--- config.mk ---
export PLATFORM = sky130hd
export DESIGN_NAME = fetch_unit
export DESIGN_NICKNAME = d
export VERILOG_FILES = /design/src/rtl/fetch_unit.sv
export SDC_FILE = /design/constraint.sdc
export NUM_CORES = 1
export LEC_CHECK = 0
export ABC_AREA = 1
export BUFFER_PORTS_ARGS = -buffer_cell sky130_fd_sc_hd__buf_2
export CAP_MARGIN = 20
export CORE_MARGIN = 2
export CORE_UTILIZATION = 40
export CTS_CLUSTER_DIAMETER = 60
export CTS_CLUSTER_SIZE = 24
export DETAILED_ROUTE_END_ITERATION = 7
export GPL_TIMING_DRIVEN = 0
export PLACE_DENSITY = 0.65
export SLEW_MARGIN = 30
export SYNTH_ARGS = -nofsm -noshare
export SYNTH_HDL_FRONTEND = slang
export SYNTH_SLANG_ARGS = --single-unit
--- constraint.sdc ---
create_clock -name clk_i -period 8.5 [get_ports clk_i]
set_clock_uncertainty 0.2 [all_clocks]
set_input_delay 0.85 -clock clk_i [delete_from_list [all_inputs] [get_ports clk_i]]
set_output_delay 0.85 -clock clk_i [all_outputs]
set_load 0.005 [all_outputs]
--- src/rtl/fetch_unit.sv ---
// rtl/fetch_unit.sv - Thumb halfword fetch stage with credit-limited request issue and in-order instruction queue
module fetch_unit #(
  parameter int              WORD       = 32,
  parameter int              FIFO_DEPTH = 4,
  parameter logic [WORD-1:0] RESET_PC   = '0
) (
  input  logic            clk_i,
  input  logic            reset_n_i,
  input  logic            take_branch_i,
  input  logic [WORD-1:0] branch_target_i,
  output logic            imem_req_o,
  output logic [WORD-1:0] imem_addr_o,
  input  logic            imem_gnt_i,
  input  logic            imem_rvalid_i,
  input  logic [15:0]     imem_rdata_i,
  input  logic            stall_i,
  output logic [15:0]     instruction_o,
  output logic [WORD-1:0] program_counter_o,
  output logic            is_valid_o
);
  localparam int PW = $clog2(FIFO_DEPTH);
  localparam int CW = PW + 1;
  localparam logic [CW:0]     DEPTH_C = (CW+1)'(FIFO_DEPTH);
  localparam logic [WORD-1:0] HALF_C  = WORD'(2);
  localparam logic [WORD-1:0] ALIGN_C = ~WORD'(1);

  logic [WORD-1:0] fetch_pc_q, fetch_pc_d, resp_pc_q, resp_pc_d;
  logic [15:0]     instr_mem_q [FIFO_DEPTH];
  logic [WORD-1:0] pc_mem_q    [FIFO_DEPTH];
  logic [PW-1:0]   rd_ptr_q, rd_ptr_d, wr_ptr_q, wr_ptr_d;
  logic [CW-1:0]   count_q, count_d, inflight_q, inflight_d, discard_q, discard_d;
  logic [CW:0]     credit_used;
  logic            grant, push, pop;

  // Queue slots plus outstanding requests never exceed depth, so rvalid needs no back-pressure.
  assign credit_used = {1'b0, count_q} + {1'b0, inflight_q};
  assign imem_req_o  = reset_n_i & ~take_branch_i & (credit_used < DEPTH_C);
  assign imem_addr_o = fetch_pc_q;
  assign is_valid_o  = reset_n_i & (count_q != '0) & ~take_branch_i;

  assign grant = imem_req_o & imem_gnt_i;
  assign pop   = is_valid_o & ~stall_i;
  assign push  = reset_n_i & imem_rvalid_i & (discard_q == '0) & ~take_branch_i;

  assign instruction_o     = instr_mem_q[rd_ptr_q];
  assign program_counter_o = pc_mem_q[rd_ptr_q];

  always_comb begin
    fetch_pc_d = fetch_pc_q;
    resp_pc_d  = resp_pc_q;
    rd_ptr_d   = rd_ptr_q;
    wr_ptr_d   = wr_ptr_q;
    count_d    = count_q;
    discard_d  = discard_q;
    inflight_d = inflight_q + CW'(grant) - CW'(imem_rvalid_i);

    if (take_branch_i) begin
      // Everything still outstanding after this cycle's response is stale.
      fetch_pc_d = branch_target_i & ALIGN_C;
      resp_pc_d  = branch_target_i & ALIGN_C;
      rd_ptr_d   = '0;
      wr_ptr_d   = '0;
      count_d    = '0;
      discard_d  = inflight_d;
    end else begin
      if (grant) fetch_pc_d = fetch_pc_q + HALF_C;
      if (push) begin
        resp_pc_d = resp_pc_q + HALF_C;
        wr_ptr_d  = wr_ptr_q + PW'(1);
      end
      if (pop) rd_ptr_d = rd_ptr_q + PW'(1);
      count_d = count_q + CW'(push) - CW'(pop);
      if (imem_rvalid_i && discard_q != '0) discard_d = discard_q - CW'(1);
    end
  end

  always_ff @(posedge clk_i) begin
    if (!reset_n_i) begin
      fetch_pc_q <= RESET_PC & ALIGN_C;
      resp_pc_q  <= RESET_PC & ALIGN_C;
      rd_ptr_q   <= '0;
      wr_ptr_q   <= '0;
      count_q    <= '0;
      inflight_q <= '0;
      discard_q  <= '0;
    end else begin
      fetch_pc_q <= fetch_pc_d;
      resp_pc_q  <= resp_pc_d;
      rd_ptr_q   <= rd_ptr_d;
      wr_ptr_q   <= wr_ptr_d;
      count_q    <= count_d;
      inflight_q <= inflight_d;
      discard_q  <= discard_d;
    end
  end

  always_ff @(posedge clk_i) begin
    if (push) begin
      instr_mem_q[wr_ptr_q] <= imem_rdata_i;
      pc_mem_q[wr_ptr_q]    <= resp_pc_q;
    end
  end
endmodule
==> key figures, run 1 <==
Run status
  • Status: finished clean

CTS
  • Clock buffer count from CTS: 20
  • Root Buffer Master: clkbuf_16
  • Clk buf depth: 3
  • H-tree Lvls: 1
  • Number of post-CTS setup repair buffers: 0
  • Hold_buf cts: 0
  • Clock Latency Late Sink: 530 ps
  • CTS tree: yes
  • Worst-path clk slew: approximately 70 ps
  • Sink Count: 265
  • Post_cts resized: 0

Critical path
  • Worst Setup End Kind: output port
  • Cell family with most CP delay: buffers and inverters
  • Worst-path cell chain: buf_2, inv_1, buf_2, clkbuf_1, nor2_1, o22ai_1, buf_2
  • Reg2reg start: discard_q[1]
  • Critical Path Max Stage Delay: 480 ps
  • Worst Path Arrival: between 2000 and 3000 ps
  • CP Max Fanout: 10
  • Internal reg-to-reg setup slack: around 5300 ps
  • Sum of buffers and inverters on the critical path: 5
  • Reg2reg end: count_q[2]
  • CP required: ~7500 ps
  • Crit-path slowest cell: clkbuf_1
  • Setup crit start kind: flop
  • Worst reg2reg path depth: 13
  • Most used cell, CP: buf_2
  • Crit path kind: reg -> out

Floorplanning
  • Std-Cell Core Area: slightly below 30000 um2
  • Die area: roughly 31000 um2
  • Cell Rows: 63
  • Initial core utilization: about two fifths
  • Die width: roughly 180 um
  • Die height: around 180 um
  • # IOs: 136

GRT
  • Final global-route overflow total: 0
  • Initial antenna violation count: 0
  • Number of global-route vias before repair: 9057
  • First-pass GRT wire length: roughly 49000 um
  • Largest net degree at the start of global routing: 26
  • GRT Total Usage: just over 20%

Yosys
  • Synthesized instance count: about 1300
  • Mean Syn Cell Area: 9.13 um2
  • Yosys warning count: 0
  • Seq/Total Area, Yosys: between 60% and 70%
  • Most numerous cell in the Yosys netlist: nand2_1
  • Post-Synth Simple-Gate Area: 20.0%
  • Mapped cell area: between 10000 and 15000 um2
  • Post-synth top cells: nand2_1 (276), nor2_1 (221), edfxtp_1 (188)
  • Post-synthesis mux area share: 0%
  • Largest cells by area after synthesis: edfxtp_1 (47%), dfxtp_1 (13%), nand2_1 (8.7%)
  • Largest family of logic cells by synthesized area: simple AND/OR/NAND/NOR gates
  • Synth Flop Type: edfxtp_1
  • Register bit total from synthesis: ~270
  • Dominant cell type by area after synthesis: edfxtp_1
  • EDFF count, synth: between 150 and 200
  • Async SR Flop Fraction: 0%
  • Post-synth cell types: 32
  • Yosys top cell area share: 47.3%
  • Post-Synth Adder-Cell Area: 1.80%
  • Synth Area in Compound Gates: about 11%
  • Synth Area in XOR/XNOR: between 1.5 and 2%

Cells and area
  • Layout cells sized above 1: a little over an eighth
  • Post-Layout Cell Count: 1874
  • Area Growth Syn to Fin: 17.5%
  • N_diodes: 0
  • Nets: roughly 1500

Placement
  • IO buf count: about 130
  • DP Wirelength: between 20000 and 25000 um
  • Placed cell count: about 1800
  • Routability Congestion: 0.917

Flow run
  • Max Cap Viol: 0

Drt
  • DRT antenna net count: 0
  • 1st-pass router iterations: 5
  • DR WL met3: 2270 um
  • DR top layer: met4
  • DR iter-0 viols: 769
  • Post-route DRC violation count: 0
  • Via count: a little under 10000
  • Metal2 WL: 15200 um
  • Per-cell routed wire length: 17.3 um
  • Via-to-Cell Ratio: a little over 5
  • M1 wire length: 14100 um
  • Drt total wl: about 32000 um

Power
  • Pwr Density: 191 nW/um2
  • Total Power: roughly 2.7 mW
  • Worst VDD drop: around 0.00011 V
  • Leak: approximately 5.4 nW

Timing
  • Period minus WS final: between 3000 and 4000 ps
  • RSZ-0062 raised after global routing: false
  • Final setup vio count: 0
  • Rel. slew slack: between 50% and 60%
  • Final period util: a little over two fifths
  • Achievable Freq: roughly 0.27 GHz
  • Setup_tns: 0 ps
  • Worst Tran Pin Value: roughly 640 ps
  • Final Hold Vio Count: 0
  • Fin. max-slew vios: 0

Worst hold path
  • Worst Hold End: rd_ptr_q[1]
  • Hold path cells: 2
  • Class of the worst hold path: reg -> reg
  • Hold path start: rd_ptr_q[1]
[cell families (layout without fill, tap and decap cells)]
family | after synthesis | after routing
and+or+nand+nor | 592 | 592
other | 1 | 2
adders and majority gates | 16 | 16
xor gates and xnor gates | 22 | 22
DFF | 265 | 265
AOI/OAI and AO/OA | 248 | 248
buffers and inverters | 164 | 339
[layer usage]
| metal | track usage [%] | vias to the layer above |
|---|---|---|
| met2 | 34.1 | 359 |
| met1 | 27.9 | 4561 |
| met4 | 5.96 | 0 |
| met5 | 0 | - |
| li1 | - | 4739 |
| met3 | 2.53 | 55 |
[sequential cells by signal, summed over array words and instances, names as in the netlist, named ones only]
| name | count |
|---|---|
| count_q | 3 |
| discard_q | 3 |
| imem_addr_o | 31 |
| inflight_q | 3 |
| instr_mem_q | 64 |
| pc_mem_q | 124 |
| rd_ptr_q | 2 |
| resp_pc_q | 31 |
| wr_ptr_q | 2 |
[cell type report]
class	count	area (um2)
Sequential cell	265	7190
Multi-Input combinational cell	880	4150
Tap cell	390	488
Clock buffer	23	512
Timing Repair Buffer	139	876
Clock inverter	13	184
Inverter	110	413
Buffer	54	230
Fill cell	2796	15500
[worst reg2reg max path, cell delays in order, from the launching register on]
cell	delay, ps
dfxtp_1	320
inv_1	70
ha_1	150
inv_1	40
nor2_1	220
nand2_1	230
nor2_1	390
inv_1	320
ha_1	370
inv_1	40
ha_1	180
fa_1	380
o21ai_0	170
a21oi_1	50
[layout by cell type (no fill, tap or decap), drive strengths merged]
master,instances
nor3,5
nand3b,6
xnor2,8
a31oi,6
o21bai,1
o22ai,49
bufinv,2
nor2,224
a21oi,62
nand3,73
nand4,4
nand2,277
conb,2
or2,2
a221oi,1
fa,2
and2,1
dfxtp,77
inv,116
buf,152
clkbuf,64
edfxtp,188
o21ai,129
clkinv,4
ha,14
clkinvlp,1
xor2,14
[worst max path at each step]
stage                        startpoint               endpoint  depth (start not counted)
after floorplan           imem_rvalid_i      instr_mem_q[0][0]                          6
after global placement        reset_n_i      instr_mem_q[3][1]                          7
after detailed placement      reset_n_i           discard_q[2]                         15
after CTS                          flop  program_counter_o[14]                          7
after global routing               flop  program_counter_o[20]                          7
final                              flop  program_counter_o[14]                          7
[through the flow]
step           hold WS, ps  setup WS [ps]  area (um2)  util (%)
2_1_floorplan          236           4450       12000         -
4_1_cts                278           4830       14000      47.5
5_1_grt                304           4660       14000      47.5
3_5_place_dp           261           4780       13300      45.1
3_3_place_gp           253           2260       13100      44.3
6_report               273           4840       14000      47.5
[power breakdown]
group	total, mW	switching [mW]	leakage, nW	internal, mW
sequential	1.47	0.0466	2.35	1.42
combinational	0.199	0.124	2.68	0.0750
clock	1.01	0.490	0.336	0.521
(Power assumes the default switching activity.)
==> run 2, diff against run 1 <==
==> constraint.sdc (replaced) <==
create_clock -name clk_i -period 3.4 [get_ports clk_i]
set_clock_uncertainty 0.2 [all_clocks]
set_input_delay 0.34 -clock clk_i [delete_from_list [all_inputs] [get_ports clk_i]]
set_output_delay 0.34 -clock clk_i [all_outputs]
set_load 0.005 [all_outputs]
==> key figures, run 2 (synthesis results as in run 1) <==
Floorplanning
  • # IOs: 136 (unchanged)
  • Initial core utilization: 40.4% (unchanged)
  • Cell Rows: 63 (unchanged)
  • Die area: 31300 um2 (unchanged)
  • Die width: 177 um (unchanged)
  • Die height: 177 um (unchanged)
  • Std-Cell Core Area: 29600 um2 (unchanged)

Critical path
  • Worst-path cell chain: dlygate4sd3_1, buf_2, inv_2, nor2_4, nand2_1, nor2_4, nand2_4, buf_4, ha_1, inv_1, ha_1, fa_1, or2_2, a21oi_1, nand2_1, nand2_1
  • Worst Setup End Kind: flop
  • Setup crit start kind: primary input
  • Most used cell, CP: nand2_1
  • Internal reg-to-reg setup slack: 340 ps (-4920 ps)
  • Critical Path Max Stage Delay: 510 ps (+30 ps)
  • CP required: 3650 ps (-3800 ps)
  • Reg2reg start: discard_q[1]
  • Worst Setup SP: reset_n_i
  • CP Max Fanout: 10 (unchanged)
  • Reg2reg end: count_q[2]
  • Crit path kind: in -> reg
  • Worst Path Arrival: 3470 ps (+860 ps)
  • Crit-path slowest cell: dlygate4sd3_1
  • Worst reg2reg path depth: 13 (unchanged)
  • Worst Setup EP: discard_q[2]

Cells and area
  • N_diodes: 0 (unchanged)
  • Layout cells sized above 1: 13.2% (-0.11 points)
  • Commonest cells after routing, fill and taps aside: nand2_1 (276), nor2_1 (216), edfxtp_1 (188)
  • Commonest non-fill, non-tap cell in the layout: nand2_1
  • # fillers: 2760 (-1.3%)
  • Top flop regs: pc_mem_q: 124 flops, instr_mem_q: 64 flops
  • Largest Register: pc_mem_q
  • Area Growth Syn to Fin: 20.4%
  • Nets: 1575 (+2.3%)
  • Max reg flops: 124 (unchanged)

Timing
  • Achievable Freq: 0.311 GHz
  • Setup_tns: 0 ps (unchanged)
  • Period minus WS final: between 3000 and 4000 ps
  • Rel. slew slack: 58.9% (+2.0 points)
  • Final period util: around 95%
  • Worst Tran Pin Value: 616 ps (-28.9 ps)
  • Final Hold Vio Count: 0 (unchanged)
  • RSZ-0062 raised after global routing: false
  • Final setup vio count: 0 (unchanged)
  • Fin. max-slew vios: 0 (unchanged)

CTS
  • Root Buffer Master: clkbuf_16
  • Clock Latency Late Sink: 530 ps (about the same)
  • Clock buffer count from CTS: 20 (unchanged)
  • CTS tree: yes
  • Worst-path clk slew: 70 ps (about the same)
  • Sink Count: 265 (unchanged)
  • H-tree Lvls: 1 (unchanged)
  • Clk buf depth: 3 (unchanged)

Drt
  • Via count: 9814 (+1.0%)
  • Drt total wl: 32600 um (+0.57%)
  • Per-cell routed wire length: 17.1 um (-1.3%)
  • 1st-pass router iterations: 5 (unchanged)
  • Via-to-Cell Ratio: 5.14 (-0.82%)
  • DR iter-0 viols: 798 (+3.8%)
  • Post-route DRC violation count: 0 (unchanged)
  • DRT antenna net count: 0 (unchanged)

Power
  • Leak: 5.51 nW (+2.8%)
  • Pwr Density: 466 nW/um2 (+140%)
  • Worst VDD drop: 0.000283 V (+150%)
  • Seq pwr share: 54.6% (-0.2 points)
  • Internal: 5.06 mW (+150%)
  • Total Power: 6.71 mW (+150%)
  • Combinational fraction of design power: 7.9% (+0.5 points)
  • Switching Fraction: 24.6% (-0.13 points)
  • Clock Power Share: 37.5% (-0.3 points)
  • Net Switching: 1.65 mW (+150%)

Run status
  • Status: finished clean

Flow run
  • Max Cap Viol: 0 (unchanged)

GRT
  • First-pass GRT wire length: 49500 um (+0.71%)
  • GRT Total Usage: 20.5% (+0.12 points)
  • Final global-route overflow total: 0 (unchanged)
  • Number of global-route vias before repair: 9160 (+1.1%)
  • Largest net degree at the start of global routing: 26 (unchanged)
  • Initial antenna violation count: 0 (unchanged)

Placement
  • Routability Congestion: 0.917 (unchanged)
  • IO buf count: 131 (unchanged)
  • DP Wirelength: 23300 um (unchanged)

Worst hold path
  • Class of the worst hold path: in -> reg
  • Hold path cells: 3 (+1)
[run 2: changes by cell type in the layout (fill, tap and decap cells not counted)]
cell	change
nor2_2	+1
dlygate4sd3_1	+33
buf_4	+2
nor2_1	-1
[run 2: layer usage]
layer  up-vias  GRT usage (%)  part of all wire, %
li1       4796              -                    -
met1      4586           28.1                   43
met2       378           34.4                   47
met3        54           2.28                  7.0
met4         0           5.99                  2.4
met5         -              0                    0
[run 2: layout make-up]
| type | count | area, um2 | share of cell area [%] |
|---|---|---|---|
| clock buffer | 23 | 512 | 3.56 |
| sequential | 265 | 7190 | 49.9 |
| inverter | 110 | 413 | 2.87 |
| multi-input combinational | 880 | 4150 | 28.9 |
| clock inverter | 13 | 184 | 1.28 |
| buffer | 54 | 230 | 1.60 |
| tap | 390 | 488 | 3.39 |
| timing repair buffer | 174 | 1220 | 8.49 |
[run 2: worst max-delay path, delay by kind of cell]
| family | cells | cell delay, ps |
|---|---|---|
| compound gates | 1 | 150 |
| fa+ha+maj | 3 | 870 |
| buf+inv | 5 | 1170 |
| simple gates | 7 | 910 |
[run 2: metrics by stage]
| step | util (%) | setup slack [ps] | std cells | hold slack (ps) | area, um2 |
|---|---|---|---|---|---|
| final | 48.7 | 183 | 1909 | 5.53 | 14400 |
| after global routing | 48.7 | 7.51 | 1909 | 26.8 | 14400 |
| after CTS | 48.6 | 126 | 1907 | 2.67 | 14400 |
| after detailed placement | 45.1 | 126 | 1838 | 261 | 13300 |
| after global placement | 44.3 | -2420 | 1830 | 253 | 13100 |
| after floorplan | - | -386 | 1309 | 236 | 12000 |
[run 2: power groups by stage]
stage / registers [mW] / logic (mW) / clock network, mW
floorplan: 3.70 / 0.294 / 0
global placement: 3.74 / 0.472 / 0
detailed placement: 3.74 / 0.496 / 0
CTS: 3.66 / 0.528 / 2.57
global route: 3.68 / 0.591 / 2.69
finish: 3.66 / 0.527 / 2.52
[run 2: worst min path at each step]
| stage | endpoint | from | slack [ps] |
|---|---|---|---|
| after floorplan | flop | rd_ptr_q[1] | 240 |
| after global placement | rd_ptr_q[0] | rd_ptr_q[0] | 250 |
| after detailed placement | flop | rd_ptr_q[1] | 260 |
| after CTS | resp_pc_q[28] | branch_target_i[28] | 3 |
| after global routing | resp_pc_q[7] | branch_target_i[7] | 30 |
| final | resp_pc_q[7] | branch_target_i[7] | 6 |
[run 2: repair_timing]
action	4_1_cts	5_1_grt
hold endpoints to repair	89	0
gates resized for setup	0	1
endpoints found under the setup margin	0	38
hold buffers	33	0
setup buffers	0	2
